**config.mk**
```make
export PLATFORM = sky130hd
export DESIGN_NAME = misaligned_access_unit
export DESIGN_NICKNAME = d
export VERILOG_FILES = /design/src/rtl/mem_access_pkg.sv /design/src/rtl/lane_align.sv /design/src/rtl/misaligned_access_unit.sv
export SDC_FILE = /design/constraint.sdc
export NUM_CORES = 1
export LEC_CHECK = 0
export CORE_MARGIN = 4
export CORE_UTILIZATION = 25
export DETAILED_ROUTE_END_ITERATION = 7
export GPL_TIMING_DRIVEN = 0
export PLACE_DENSITY = 0.59
export REMOVE_ABC_BUFFERS = 1
export SLEW_MARGIN = 20
export SYNTH_ARGS = -nofsm -noshare
export SYNTH_HDL_FRONTEND = slang
export SYNTH_SLANG_ARGS = --single-unit
```
**constraint.sdc**
```tcl
create_clock -name clk -period 2.21 [get_ports clk]
set_clock_uncertainty 0.1 [all_clocks]
set_input_delay 0.221 -clock clk [delete_from_list [all_inputs] [get_ports clk]]
set_output_delay 0.221 -clock clk [all_outputs]
set_load 0.02 [all_outputs]
```
**src/rtl/mem_access_pkg.sv**
```systemverilog
// Shared definitions for the misaligned access unit: FSM states, the
// load/store size encodings and a helper mapping an encoding to a byte count.
package mem_access_pkg;

    localparam int WORD_BYTES = 4;

    // Load/store size encodings; these must track the values in controls.sv.
    localparam logic [1:0] LS_BYTE = 2'b00;
    localparam logic [1:0] LS_HALF = 2'b01;
    localparam logic [1:0] LS_WORD = 2'b10;

    typedef enum logic [2:0] {
        IDLE,
        LD_HI,
        ST_WR_LO,
        ST_RD_HI,
        ST_WR_HI,
        DONE
    } mau_state_t;

    // Number of bytes moved by an access of the given type.
    function automatic logic [2:0] ls_size(input logic [1:0] ls_type);
        case (ls_type)
            LS_HALF: return 3'd2;
            LS_WORD: return 3'd4;
            default: return 3'd1;
        endcase
    endfunction

endpackage

```
**src/rtl/lane_align.sv**
```systemverilog
// Byte-lane steering for split accesses (purely combinational).
// Store side: merges the store bytes that land in one word (low or high
// phase) into a previously read copy of that word.
// Load side: extracts size bytes little-endian from {hi,lo} starting at the
// byte offset and sign- or zero-extends them to 32 bits.
module lane_align (
    input  logic [1:0]  i_off,
    input  logic [2:0]  i_size,
    input  logic        i_phase_hi,
    input  logic [31:0] i_base,
    input  logic [31:0] i_wdata,
    input  logic [31:0] i_hi,
    input  logic [31:0] i_lo,
    input  logic        i_unsigned,
    output logic [31:0] o_merged,
    output logic [31:0] o_load
);

    logic [5:0]  w_shamt;
    logic [63:0] w_mask;
    logic [63:0] w_mask_sh;
    logic [63:0] w_wdata_sh;
    logic [31:0] w_load_sh;
    logic        w_sign;

    assign w_shamt    = {1'b0, i_off, 3'b000};
    assign w_wdata_sh = {32'b0, i_wdata} << w_shamt;
    assign w_mask_sh  = w_mask << w_shamt;
    assign w_load_sh  = 32'({i_hi, i_lo} >> w_shamt);

    // Byte-enable mask for the access size, before shifting to the offset.
    always_comb begin
        case (i_size)
            3'd4:    w_mask = 64'h0000_0000_FFFF_FFFF;
            3'd2:    w_mask = 64'h0000_0000_0000_FFFF;
            default: w_mask = 64'h0000_0000_0000_00FF;
        endcase
    end

    // Store merge: the low phase covers lanes off..3, the high phase the spill-over lanes.
    always_comb begin
        o_merged = i_base;
        if (i_phase_hi) begin
            o_merged = (i_base & ~w_mask_sh[63:32]) | (w_wdata_sh[63:32] & w_mask_sh[63:32]);
        end else begin
            o_merged = (i_base & ~w_mask_sh[31:0]) | (w_wdata_sh[31:0] & w_mask_sh[31:0]);
        end
    end

    // Load extract with sign/zero extension from the top byte of the access.
    always_comb begin
        o_load = w_load_sh;
        w_sign = 1'b0;
        case (i_size)
            3'd4: o_load = w_load_sh;
            3'd2: begin
                w_sign = ~i_unsigned & w_load_sh[15];
                o_load = {{16{w_sign}}, w_load_sh[15:0]};
            end
            default: begin
                w_sign = ~i_unsigned & w_load_sh[7];
                o_load = {{24{w_sign}}, w_load_sh[7:0]};
            end
        endcase
    end

endmodule

```
**src/rtl/misaligned_access_unit.sv**
```systemverilog
// Misaligned access unit: sits between the core load/store path and
// data_memory. Aligned and byte accesses pass straight through; misaligned
// halfword/word accesses are split into aligned word reads and
// read-modify-write sequences while stalling the core.
// Build option: define MISALIGNED_TRAP_EN to reject misaligned requests with
// misaligned_err instead of splitting them.
module misaligned_access_unit
    import mem_access_pkg::*;
#(
    parameter int ADDR_WIDTH = 32,
    parameter int DATA_WIDTH = 32
) (
    input  logic                  clk,
    input  logic                  rstn,
    input  logic                  req_read,
    input  logic                  req_write,
    input  logic [ADDR_WIDTH-1:0] req_addr,
    input  logic [DATA_WIDTH-1:0] req_wdata,
    input  logic [1:0]            req_ls_type,
    input  logic                  req_unsigned,
    output logic [DATA_WIDTH-1:0] resp_rdata,
    output logic                  stall,
    output logic                  misaligned_err,
    output logic [ADDR_WIDTH-1:0] mem_addr,
    output logic [DATA_WIDTH-1:0] mem_write_data,
    output logic                  mem_read,
    output logic                  mem_write,
    output logic [1:0]            load_store_type,
    output logic                  load_unsigned,
    input  logic [DATA_WIDTH-1:0] mem_read_data
);

    mau_state_t            r_state;
    mau_state_t            w_next;
    logic [DATA_WIDTH-1:0] r_lo;
    logic [DATA_WIDTH-1:0] r_hi;

    logic [1:0]            w_off;
    logic [2:0]            w_size;
    logic                  w_misaligned;
    logic                  w_cross;
    logic                  w_is_rd;
    logic                  w_is_wr;
    logic [ADDR_WIDTH-1:0] w_word_n;
    logic [ADDR_WIDTH-1:0] w_word_n1;
    logic                  w_cap_lo;
    logic                  w_cap_hi;
    logic [DATA_WIDTH-1:0] w_merged;
    logic [DATA_WIDTH-1:0] w_load;

    // A simultaneous read and write request is serviced as a read only.
    assign w_is_rd      = req_read;
    assign w_is_wr      = req_write & ~req_read;
    assign w_off        = req_addr[1:0];
    assign w_size       = ls_size(req_ls_type);
    assign w_misaligned = ((req_ls_type == LS_HALF) & w_off[0]) |
                          ((req_ls_type == LS_WORD) & (w_off != 2'b00));
    assign w_cross      = ({1'b0, w_off} + w_size) > 3'd4;
    assign w_word_n     = {req_addr[ADDR_WIDTH-1:2], 2'b00};
    assign w_word_n1    = w_word_n + ADDR_WIDTH'(WORD_BYTES);

    lane_align u_lane_align (
        .i_off      (w_off),
        .i_size     (w_size),
        .i_phase_hi (r_state == ST_WR_HI),
        .i_base     ((r_state == ST_WR_HI) ? r_hi : r_lo),
        .i_wdata    (req_wdata),
        .i_hi       (r_hi),
        .i_lo       (r_lo),
        .i_unsigned (req_unsigned),
        .o_merged   (w_merged),
        .o_load     (w_load)
    );

    // State register; reset abandons any sequence in flight.
    always_ff @(posedge clk or negedge rstn) begin
        if (!rstn) begin
            r_state <= IDLE;
        end else begin
            r_state <= w_next;
        end
    end

    // Capture of the low and high aligned words read during a split access.
    always_ff @(posedge clk or negedge rstn) begin
        if (!rstn) begin
            r_lo <= '0;
            r_hi <= '0;
        end else begin
            if (w_cap_lo) r_lo <= mem_read_data;
            if (w_cap_hi) r_hi <= mem_read_data;
        end
    end

    // Next state, memory port drive and core response; all quiet during reset.
    always_comb begin
        w_next          = r_state;
        stall           = 1'b0;
        misaligned_err  = 1'b0;
        resp_rdata      = '0;
        mem_addr        = req_addr;
        mem_write_data  = req_wdata;
        mem_read        = 1'b0;
        mem_write       = 1'b0;
        load_store_type = req_ls_type;
        load_unsigned   = req_unsigned;
        w_cap_lo        = 1'b0;
        w_cap_hi        = 1'b0;
        if (rstn) begin
            case (r_state)
                IDLE: begin
                    if ((w_is_rd | w_is_wr) & w_misaligned) begin
`ifdef MISALIGNED_TRAP_EN
                        misaligned_err = 1'b1;
`else
                        mem_addr        = w_word_n;
                        mem_read        = 1'b1;
                        load_store_type = LS_WORD;
                        stall           = 1'b1;
                        w_cap_lo        = 1'b1;
                        if (w_is_rd) begin
                            w_next = w_cross ? LD_HI : DONE;
                        end else begin
                            w_next = ST_WR_LO;
                        end
`endif
                    end else begin
                        mem_read   = w_is_rd;
                        mem_write  = w_is_wr;
                        resp_rdata = mem_read_data;
                    end
                end
                LD_HI: begin
                    mem_addr        = w_word_n1;
                    mem_read        = 1'b1;
                    load_store_type = LS_WORD;
                    stall           = 1'b1;
                    w_cap_hi        = 1'b1;
                    w_next          = DONE;
                end
                ST_WR_LO: begin
                    mem_addr        = w_word_n;
                    mem_write       = 1'b1;
                    mem_write_data  = w_merged;
                    load_store_type = LS_WORD;
                    stall           = 1'b1;
                    w_next          = w_cross ? ST_RD_HI : DONE;
                end
                ST_RD_HI: begin
                    mem_addr        = w_word_n1;
                    mem_read        = 1'b1;
                    load_store_type = LS_WORD;
                    stall           = 1'b1;
                    w_cap_hi        = 1'b1;
                    w_next          = ST_WR_HI;
                end
                ST_WR_HI: begin
                    mem_addr        = w_word_n1;
                    mem_write       = 1'b1;
                    mem_write_data  = w_merged;
                    load_store_type = LS_WORD;
                    stall           = 1'b1;
                    w_next          = DONE;
                end
                DONE: begin
                    resp_rdata = w_load;
                    w_next     = IDLE;
                end
                default: w_next = IDLE;
            endcase
        end
    end

endmodule

```
==> out/qor.yml <==
yosys:
  yosysSeqAreaShare: 0.256
  synth_largest_area_cell: "dfrtp_1"
  synth_seq_cells: 67
  yosysTopAreaCellShare: 0.256
  synth_enable_flop_cells: 0
  yosysMostFrequentCell: "nand2_1"
  netlist_instances: 793
  synthFlopType: "dfrtp_1"
  post_synth.cell_area_avg_um2: 8.27
  synthArstFlopShare: 1.00
  synth_warnings: 0
  syn_area_um2: 6560
  synth_area_leaders: "dfrtp_1 26%, mux2i_1 13%, mux2_2 11%"
  synth_common_cells: "109 x nand2_1, 85 x mux2i_1, 67 x dfrtp_1, 67 x o21ai_0, 66 x mux2_2"
  synthDistinctLibCells: 59
sta:
  holdWs_ps: 407
  fin_ws_ps: -523
  worst_slew_pin_slew_ps: 650
  hold_violations: 0
  setup_tns_ps: -31210
  rsz0062_at_grt: "true"
  setup_viol: 100
  slew_violations: 0
  fmax_mhz: 366
  fin_crit_ps: 2730
  timing.final.crit_share: 1.24
  slew_headroom: 0.565
cts:
  htree_levels: 3
  cts_sinks: 67
  cts_tree: "yes"
  clk_pin_slew_ps: 60
  insertion_delay_ps: 350
  cts_buffers: 9
  cts.path.max_buffers: 2
  clockRootBuffer: "clkbuf_16"
detailed_routing:
  viasPerCell: 5.61
  drt_iter0_drc: 880
  drt_wl_total_um: 33100
  dr.pass1.iters: 5
  ant_nets: 0
  drc: 0
  via_count: 7965
  wl_per_cell_um: 23.3
grt:
  overflow: 0
  antenna_found_initial: 1
  grt_max_degree: 65
  grt_pass1_wl_um: 47300
  grt_pass1_vias: 7708
  grt_use_total: 0.212
placement:
  gp_congestion: 0.889
  place_inst: 1278
  dpl.hpwl_um: 20700
  io_buffers: 204
cells_and_area:
  finalNonFillerCells: 1419
  drive_gt1_frac: 0.419
  nets: 1188
  final_util: 0.437
  area_growth_pct: 72.5
power_and_ir_drop:
  peakVddDrop_v: 0.000547
  p_leak_nw: 4.80
  total_power_mw: 11.5
  power.density_nw_per_um2: 1010
die:
  start_util: 0.253
  pin_count: 206
  die_height_um: 170
  die-area_um2: 28900
  core-area_um2: 25900
  placementRows: 59
  die_width_um: 170
setup_path:
  cp.arrival_ps: 2410
  end_kind: "primary output"
  crit_type: "reg2out"
  worstPathRequired_ps: 1890
  worst_setup_path_start_kind: "flip-flop"
  worstPathMaxFanout: 5
flow_run:
  maxCapViolCount: 0
status:
  violations: "negative setup slack"
  status: "complete, but fails checks"
worst_hold_path:
  min_path_type: "reg2reg"
cell type report:
class	count	area, um2
multi-input cells	648	5390
clock inverters	5	77.6
clock buffers	11	233
fillers	2448	14600
well taps	335	419
inverters	14	65.1
repair buffers	338	3440
flip-flops and latches	67	1680
diodes	1	2.50
critical path, cell delays in order, from the launching register on:
cell and delay [ps]:
dfrtp_4 500, or3b_4 460, buf_6 150, buf_12 120, a21oi_4 220, buf_12 170, buf_6 100, o22ai_4 60
a21oi_2 130, buf_4 160
where the power goes:
group / switching (mW) / internal [mW] / total, mW
Clock: 0.604 / 0.986 / 1.59
Combinational: 3.78 / 3.56 / 7.34
Sequential: 0.680 / 1.85 / 2.53
through the flow:
stage               instance area [um2]  worst slack (ps)
global route                      11300              -562
floorplan                          6240              -499
finish                            11300              -523
CTS                               10700              -533
detailed placement                 8930             -2310
global placement                   8710             -6240
logic make-up (layout without fill, tap and decap cells):
group | after synthesis | after routing | synth area share
XOR/XNOR | 31 | 31 | 0.0414
other | 1 | 2 | 0.000572
multiplexers | 154 | 154 | 0.253
AND/OR/NAND/NOR | 219 | 222 | 0.157
flip-flops | 67 | 67 | 0.256
buffers and inverters | 81 | 368 | 0.0561
AO/OA/AOI/OAI | 233 | 233 | 0.222
adder cells (fa/ha/maj) | 7 | 7 | 0.0145
worst paths after layout:
check,start,end,slack (ps),cells after the start
setup / recovery,r_state[0],mem_write_data[4],-520,9
hold / removal,r_hi[27],r_hi[27],410,1
setup reg to reg,r_state[1],r_lo[20],140,8
hold reg to reg,r_hi[27],r_hi[27],410,1
max in group asynchronous,rstn,r_state[0],870,5
min in group asynchronous,rstn,r_lo[14],480,3
what timing repair did:
item	CTS	global route
endpoints found under the hold margin	45	0
gates resized for setup	690	116
hold buffers	7	0
pin swaps	52	36
setup buffers	89	27
endpoints found under the setup margin	120	103
gates cloned	4	2
layout by cell type, fill, tap and decap left out, types with 5 or more instances in the layout:
cell type        instances
buf_6                   68
a21oi_4                  8
xor2_1                  15
dfrtp_1                 64
o21ai_1                 10
ha_1                     5
buf_8                    9
buf_4                  134
xnor2_1                 12
o21ai_0                 52
clkbuf_16               10
nand2_4                  7
o221ai_2                 8
a21oi_2                 20
nand4_1                  9
nand2_1                 95
buf_12                  15
a211oi_2                 7
inv_1                   11
nor4_4                   6
nand2_2                  6
clkdlybuf4s50_1         97
a22oi_1                 13
a211oi_1                 5
mux2_2                  65
nand3_1                 10
o21ai_2                  5
o22ai_1                 19
a32oi_1                  8
o211ai_1                 9
a21oi_1                 35
mux2i_1                 85
nor2_4                   8
nor2_1                  34
buf_16                   5
registers in the layout, indices dropped and copies added (netlist names):
name,flops
r_lo,32
r_state,3
r_hi,32
per-layer routing:
layer / vias up / routed length (um) / GRT usage
li1: 3509 / - / -
met3: 89 / 3050 / 0.0460
met2: 507 / 15300 / 0.344
met5: - / 0 / 0
met1: 3860 / 13400 / 0.274
met4: 0 / 1260 / 0.0878
(Power assumes the default switching activity.)
